`src/rtl/spi_pkg.sv`:
```
// Shared definitions for the byte-wide SPI master: FSM encoding and byte geometry.
package spi_pkg;

    typedef enum logic [1:0] {
        IDLE  = 2'd0,
        SETUP = 2'd1,
        SCK_H = 2'd2,
        SCK_L = 2'd3
    } spi_state_t;

    localparam int SPI_BYTE_W   = 8;
    localparam int SPI_LAST_BIT = 7;
    localparam int SPI_CNT_W    = 3;

endpackage

```
`src/rtl/spi_clk_div.sv`:
```
// Phase timer for the SPI master: tick marks the last clk cycle of a CLK_DIV-long phase.
module spi_clk_div #(
    parameter int CLK_DIV = 2
) (
    input  logic clk,
    input  logic rst_n,
    input  logic restart,
    output logic tick
);

    localparam int CNT_W = (CLK_DIV > 1) ? $clog2(CLK_DIV) : 1;
    localparam logic [CNT_W-1:0] CNT_LAST = CNT_W'(CLK_DIV - 1);

    logic [CNT_W-1:0] cnt_reg;

    assign tick = (cnt_reg == CNT_LAST);

    // A restart on state entry makes every phase exactly CLK_DIV cycles long.
    always_ff @(posedge clk or negedge rst_n) begin
        if (!rst_n) begin
            cnt_reg <= '0;
        end else if (restart || tick) begin
            cnt_reg <= '0;
        end else begin
            cnt_reg <= cnt_reg + CNT_W'(1);
        end
    end

endmodule

```
`src/rtl/spi_master.sv`:
```
// Mode-0 byte SPI master: MSB-first on mosi, miso captured just before each sck rise,
// ss_n only ever changes while sck is low so gated-clock slaves see no stray edge.
module spi_master
    import spi_pkg::*;
#(
    parameter int CLK_DIV = 2,
    parameter int N_SS    = 2,
    parameter int SEL_W   = 1
) (
    input  logic                  clk,
    input  logic                  rst_n,
    input  logic                  start,
    input  logic [SPI_BYTE_W-1:0] tx_data,
    input  logic [SEL_W-1:0]      ss_sel,
    output logic                  busy,
    output logic                  done,
    output logic [SPI_BYTE_W-1:0] rx_data,
    output logic                  sck,
    output logic                  mosi,
    input  logic                  miso,
    output logic [N_SS-1:0]       ss_n
);

    localparam logic [SPI_CNT_W-1:0] LAST_BIT = SPI_CNT_W'(SPI_LAST_BIT);

    spi_state_t state_reg, state_next;

    logic                  tick;
    logic                  restart;
    logic                  accept;
    logic                  rise;
    logic                  fall;
    logic                  finish;
    logic [SPI_BYTE_W-1:0] tx_sh_reg;
    logic [SPI_BYTE_W-1:0] rx_sh_reg;
    logic [SPI_CNT_W-1:0]  bit_cnt_reg;
    logic [N_SS-1:0]       ss_dec;

    spi_clk_div #(
        .CLK_DIV (CLK_DIV)
    ) u_clk_div (
        .clk     (clk),
        .rst_n   (rst_n),
        .restart (restart),
        .tick    (tick)
    );

    // An out-of-range index decodes to all-ones, so the transfer runs with no slave selected.
    for (genvar gi = 0; gi < N_SS; gi++) begin : g_ss_dec
        assign ss_dec[gi] = (int'(ss_sel) != gi);
    end

    always_ff @(posedge clk or negedge rst_n) begin
        if (!rst_n) begin
            state_reg <= IDLE;
        end else begin
            state_reg <= state_next;
        end
    end

    always_comb begin
        state_next = state_reg;
        accept     = 1'b0;
        rise       = 1'b0;
        fall       = 1'b0;
        finish     = 1'b0;
        case (state_reg)
            IDLE: begin
                if (start) begin
                    state_next = SETUP;
                    accept     = 1'b1;
                end
            end
            SETUP: begin
                if (tick) begin
                    state_next = SCK_H;
                    rise       = 1'b1;
                end
            end
            SCK_H: begin
                if (tick) begin
                    state_next = SCK_L;
                    fall       = 1'b1;
                end
            end
            SCK_L: begin
                if (tick) begin
                    if (bit_cnt_reg == LAST_BIT) begin
                        state_next = IDLE;
                        finish     = 1'b1;
                    end else begin
                        state_next = SCK_H;
                        rise       = 1'b1;
                    end
                end
            end
            default: state_next = IDLE;
        endcase
    end

    assign restart = (state_next != state_reg);

    always_ff @(posedge clk or negedge rst_n) begin
        if (!rst_n) begin
            tx_sh_reg   <= '0;
            rx_sh_reg   <= '0;
            bit_cnt_reg <= '0;
            busy        <= 1'b0;
            done        <= 1'b0;
            rx_data     <= '0;
            sck         <= 1'b0;
            mosi        <= 1'b0;
            ss_n        <= '1;
        end else begin
            done <= 1'b0;
            if (accept) begin
                tx_sh_reg   <= tx_data;
                rx_sh_reg   <= '0;
                bit_cnt_reg <= '0;
                mosi        <= tx_data[SPI_BYTE_W-1];
                ss_n        <= ss_dec;
                busy        <= 1'b1;
            end
            if (rise) begin
                sck       <= 1'b1;
                rx_sh_reg <= {rx_sh_reg[SPI_BYTE_W-2:0], miso};
            end
            if (rise && (state_reg == SCK_L)) begin
                bit_cnt_reg <= bit_cnt_reg + SPI_CNT_W'(1);
            end
            // The last bit stays on mosi until the transfer closes.
            if (fall) begin
                sck <= 1'b0;
                if (bit_cnt_reg != LAST_BIT) begin
                    tx_sh_reg <= {tx_sh_reg[SPI_BYTE_W-2:0], 1'b0};
                    mosi      <= tx_sh_reg[SPI_BYTE_W-2];
                end
            end
            if (finish) begin
                ss_n    <= '1;
                busy    <= 1'b0;
                done    <= 1'b1;
                rx_data <= rx_sh_reg;
                mosi    <= 1'b0;
            end
        end
    end

endmodule

```
`config.mk`:
```
export PLATFORM = sky130hd
export DESIGN_NAME = spi_master
export DESIGN_NICKNAME = d
export VERILOG_FILES = /design/src/rtl/spi_pkg.sv /design/src/rtl/spi_clk_div.sv /design/src/rtl/spi_master.sv
export SDC_FILE = /design/constraint.sdc
export NUM_CORES = 1
export LEC_CHECK = 0
export CAP_MARGIN = 20
export CORE_MARGIN = 2
export CORE_UTILIZATION = 34
export DETAILED_ROUTE_END_ITERATION = 8
export PLACE_DENSITY_LB_ADDON = 0.15
export SLEW_MARGIN = 10
export SYNTH_ARGS = -nofsm -noshare
export SYNTH_HDL_FRONTEND = slang
export SYNTH_SLANG_ARGS = --single-unit
```
`constraint.sdc`:
```
create_clock -name clk -period 2.3 [get_ports clk]
set_input_delay 0.575 -clock clk [delete_from_list [all_inputs] [get_ports clk]]
set_output_delay 0.575 -clock clk [all_outputs]
set_load 0.05 [all_outputs]
```
==> results.toml <==
[layout]
fin_cells = 203
register_area_sq_um = 878.3
drive_gt1_share_pct = 14.38
multi_input_area_sq_um = 510.5
syn_to_final_growth_pct = 26.73
nNetsFinal = 167
num_antenna_cells = 0
nFillCells = 367

[global_routing]
grt_max_degree = 36
overflow = 0
track_usage_pct = 13.23
grt_pass1_wl_um = 5016
grt_antenna_before_repair = 0
grt_pass1_vias = 1023

[logic_synthesis]
ys.flop_type = "dfrtp_1"
yosysMostFrequentCell = "dfrtp_1"
synth_top_area_share_pct = 57.09
syn_area_sq_um = 1446
postSynthAreaPerCell_sq_um = 11.95
syn_nets = 136
ys_seq_elements = 35
synth.distinct_cells = 29
async_reset_ff_share_pct = 100.0
ys_seq_area_share_pct = 60.73
synthCells = 121
synth_area_leader_cell = "dfrtp_1"
ys_warn_count = 0
synthTopCellsByArea = "dfrtp_1, mux2_2, a22o_1, nand2_1, dfstp_2"
synth-edff-count = 0
netlist_top_cells_count = "dfrtp_1, nand2_1, nor2_1"

[clock_tree]
cts_resized = 0
h-tree-depth = 2
cts_buffer_depth = 2
clk_pin_slew_ns = 0.06
postCtsHoldBufs = 0
cts_setup_buffers = 0
root_buffer = "clkbuf_8"
cts_sinks = 35
cts-buffers-inserted = 5
clock_latency_ns = 0.28
tritoncts = "built"

[placed_design]
dp.cells = 195
gp_congestion = 0.7525
io_buffers = 26
hpwl_um = 1975

[floorplan]
die_h_um = 69.23
initial_core_util_pct = 35.65
dieArea_sq_um = 4792
rows = 23
core_sq_um = 4058
pin_count = 27
die_x_um = 69.23

[sta]
worst_pin_slew_ns = 0.6100
relSlewSlack_pct = 59.33
rsz0062_at_grt = "false"
min_period_over_period_pct = 95.19
finalHoldViolations = 0
slew_violations = 0
fmax_mhz = 456.8
fin_tns_setup_ns = 0
fin_crit_ns = 2.189
fin_skew_ns = 0.004340
finalSetupViolCount = 0

[power_and_ir_drop]
ir_drop_mv = 0.5304
power_density_nw_per_um2 = 1348
p_total_mw = 2.470
p_leak_nw = 0.8333

[critical_path]
critPathKind = "flop to output port"
worstPathRequired_ns = 1.73
rr_startpoint = "bit_cnt_reg[0]"
worstPathMaxFanout = 2
cpPeakStageDelay_ns = 0.80
critPathArrivalTime_ns = 1.61
start_kind = "flop"
cp_top_family = "buffers and inverters"
end_kind = "output port"
crit_path_start = "ss_n[1]"
crit_path_cell_trace = "clkdlybuf4s50_1"
crit_buf_inv = 1
crit_slowest_cell = "clkdlybuf4s50_1"

[detailed_routing]
viasPerCell = 5.079
ant_nets = 0
detail_route.wl_per_cell_um = 14.19
route.vias.total = 1031
drcViolationCount = 0
wirelength_um = 2881
dr.pass1.iters = 4
drt_iter0_drc = 43

[min_path]
hp-start = "rx_data[5]"
hold_class = "flop to flop"

[run]
max_cap_violations = 0

[run_status]
status = "complete, no violations"
==> stage by stage <==
step	hold WS [ns]	instance area, sq um	setup slack [ns]	util [%]
6_report	0.5049	1833	0.1107	45.17
5_1_grt	0.5284	1833	0.08162	45.17
4_1_cts	0.5075	1833	0.09545	45.17
3_5_place_dp	0.4897	1753	0.2841	43.20
3_3_place_gp	0.4864	1753	0.2914	43.20
2_1_floorplan	0.2794	1446	0.7383	-
==> worst paths after layout <==
path	cells after the start	slack [ns]	endpoint
setup / recovery	1	0.11	ss_n[1]
hold / removal	1	0.50	rx_data[5]
setup reg to reg	5	0.55	rx_data[2]
hold reg to reg	1	0.50	rx_data[5]
max in group asynchronous	2	1.26	ss_n[1]
min in group asynchronous	2	0.70	bit_cnt_reg[2]
==> power breakdown <==
| part | switching [mW] | internal, mW |
|---|---|---|
| Combinational | 0.595 | 0.425 |
| Sequential | 0.178 | 0.860 |
| Clock | 0.198 | 0.215 |
==> layout make-up <==
class | count | area share (%)
well taps | 50 | 3.413
clock buffers | 8 | 4.369
repair buffers | 30 | 15.84
flip-flops and latches | 35 | 47.92
multi-input cells | 77 | 27.85
inverters | 3 | 0.6143
==> cells in the final DEF, fill, tap and decap left out, types with 2 or more instances in the layout <==
cell             Yosys  final
clkbuf_8             0      5
nor2_1              13     13
dfstp_2              2      2
clkdlybuf4s50_1      0     26
clkbuf_1             1      3
buf_4                2      4
mux2_2               9      9
ha_1                 2      2
a31oi_1              7      7
o21ai_0              3      3
nand2_1             18     18
a22o_1              10     10
inv_1                3      3
dfrtp_1             33     33
==> per-layer routing <==
layer	global-route usage [%]	share of wire, %
met5	0	0
met4	6.536	2.1
met2	19.55	46
met1	17.61	46
met3	4.070	5.1
==> kinds of logic (layout without fill, tap and decap cells) <==
group	count (synthesis)	after routing	synth area share (%)
buffers and inverters	9	41	3.978
adders and majority gates	2	2	1.730
muxes	9	9	7.007
and+or+nand+nor	38	38	12.28
DFF	35	35	60.73
AOI/OAI and AO/OA	28	28	14.27
Power figures use the tool's default switching activity.
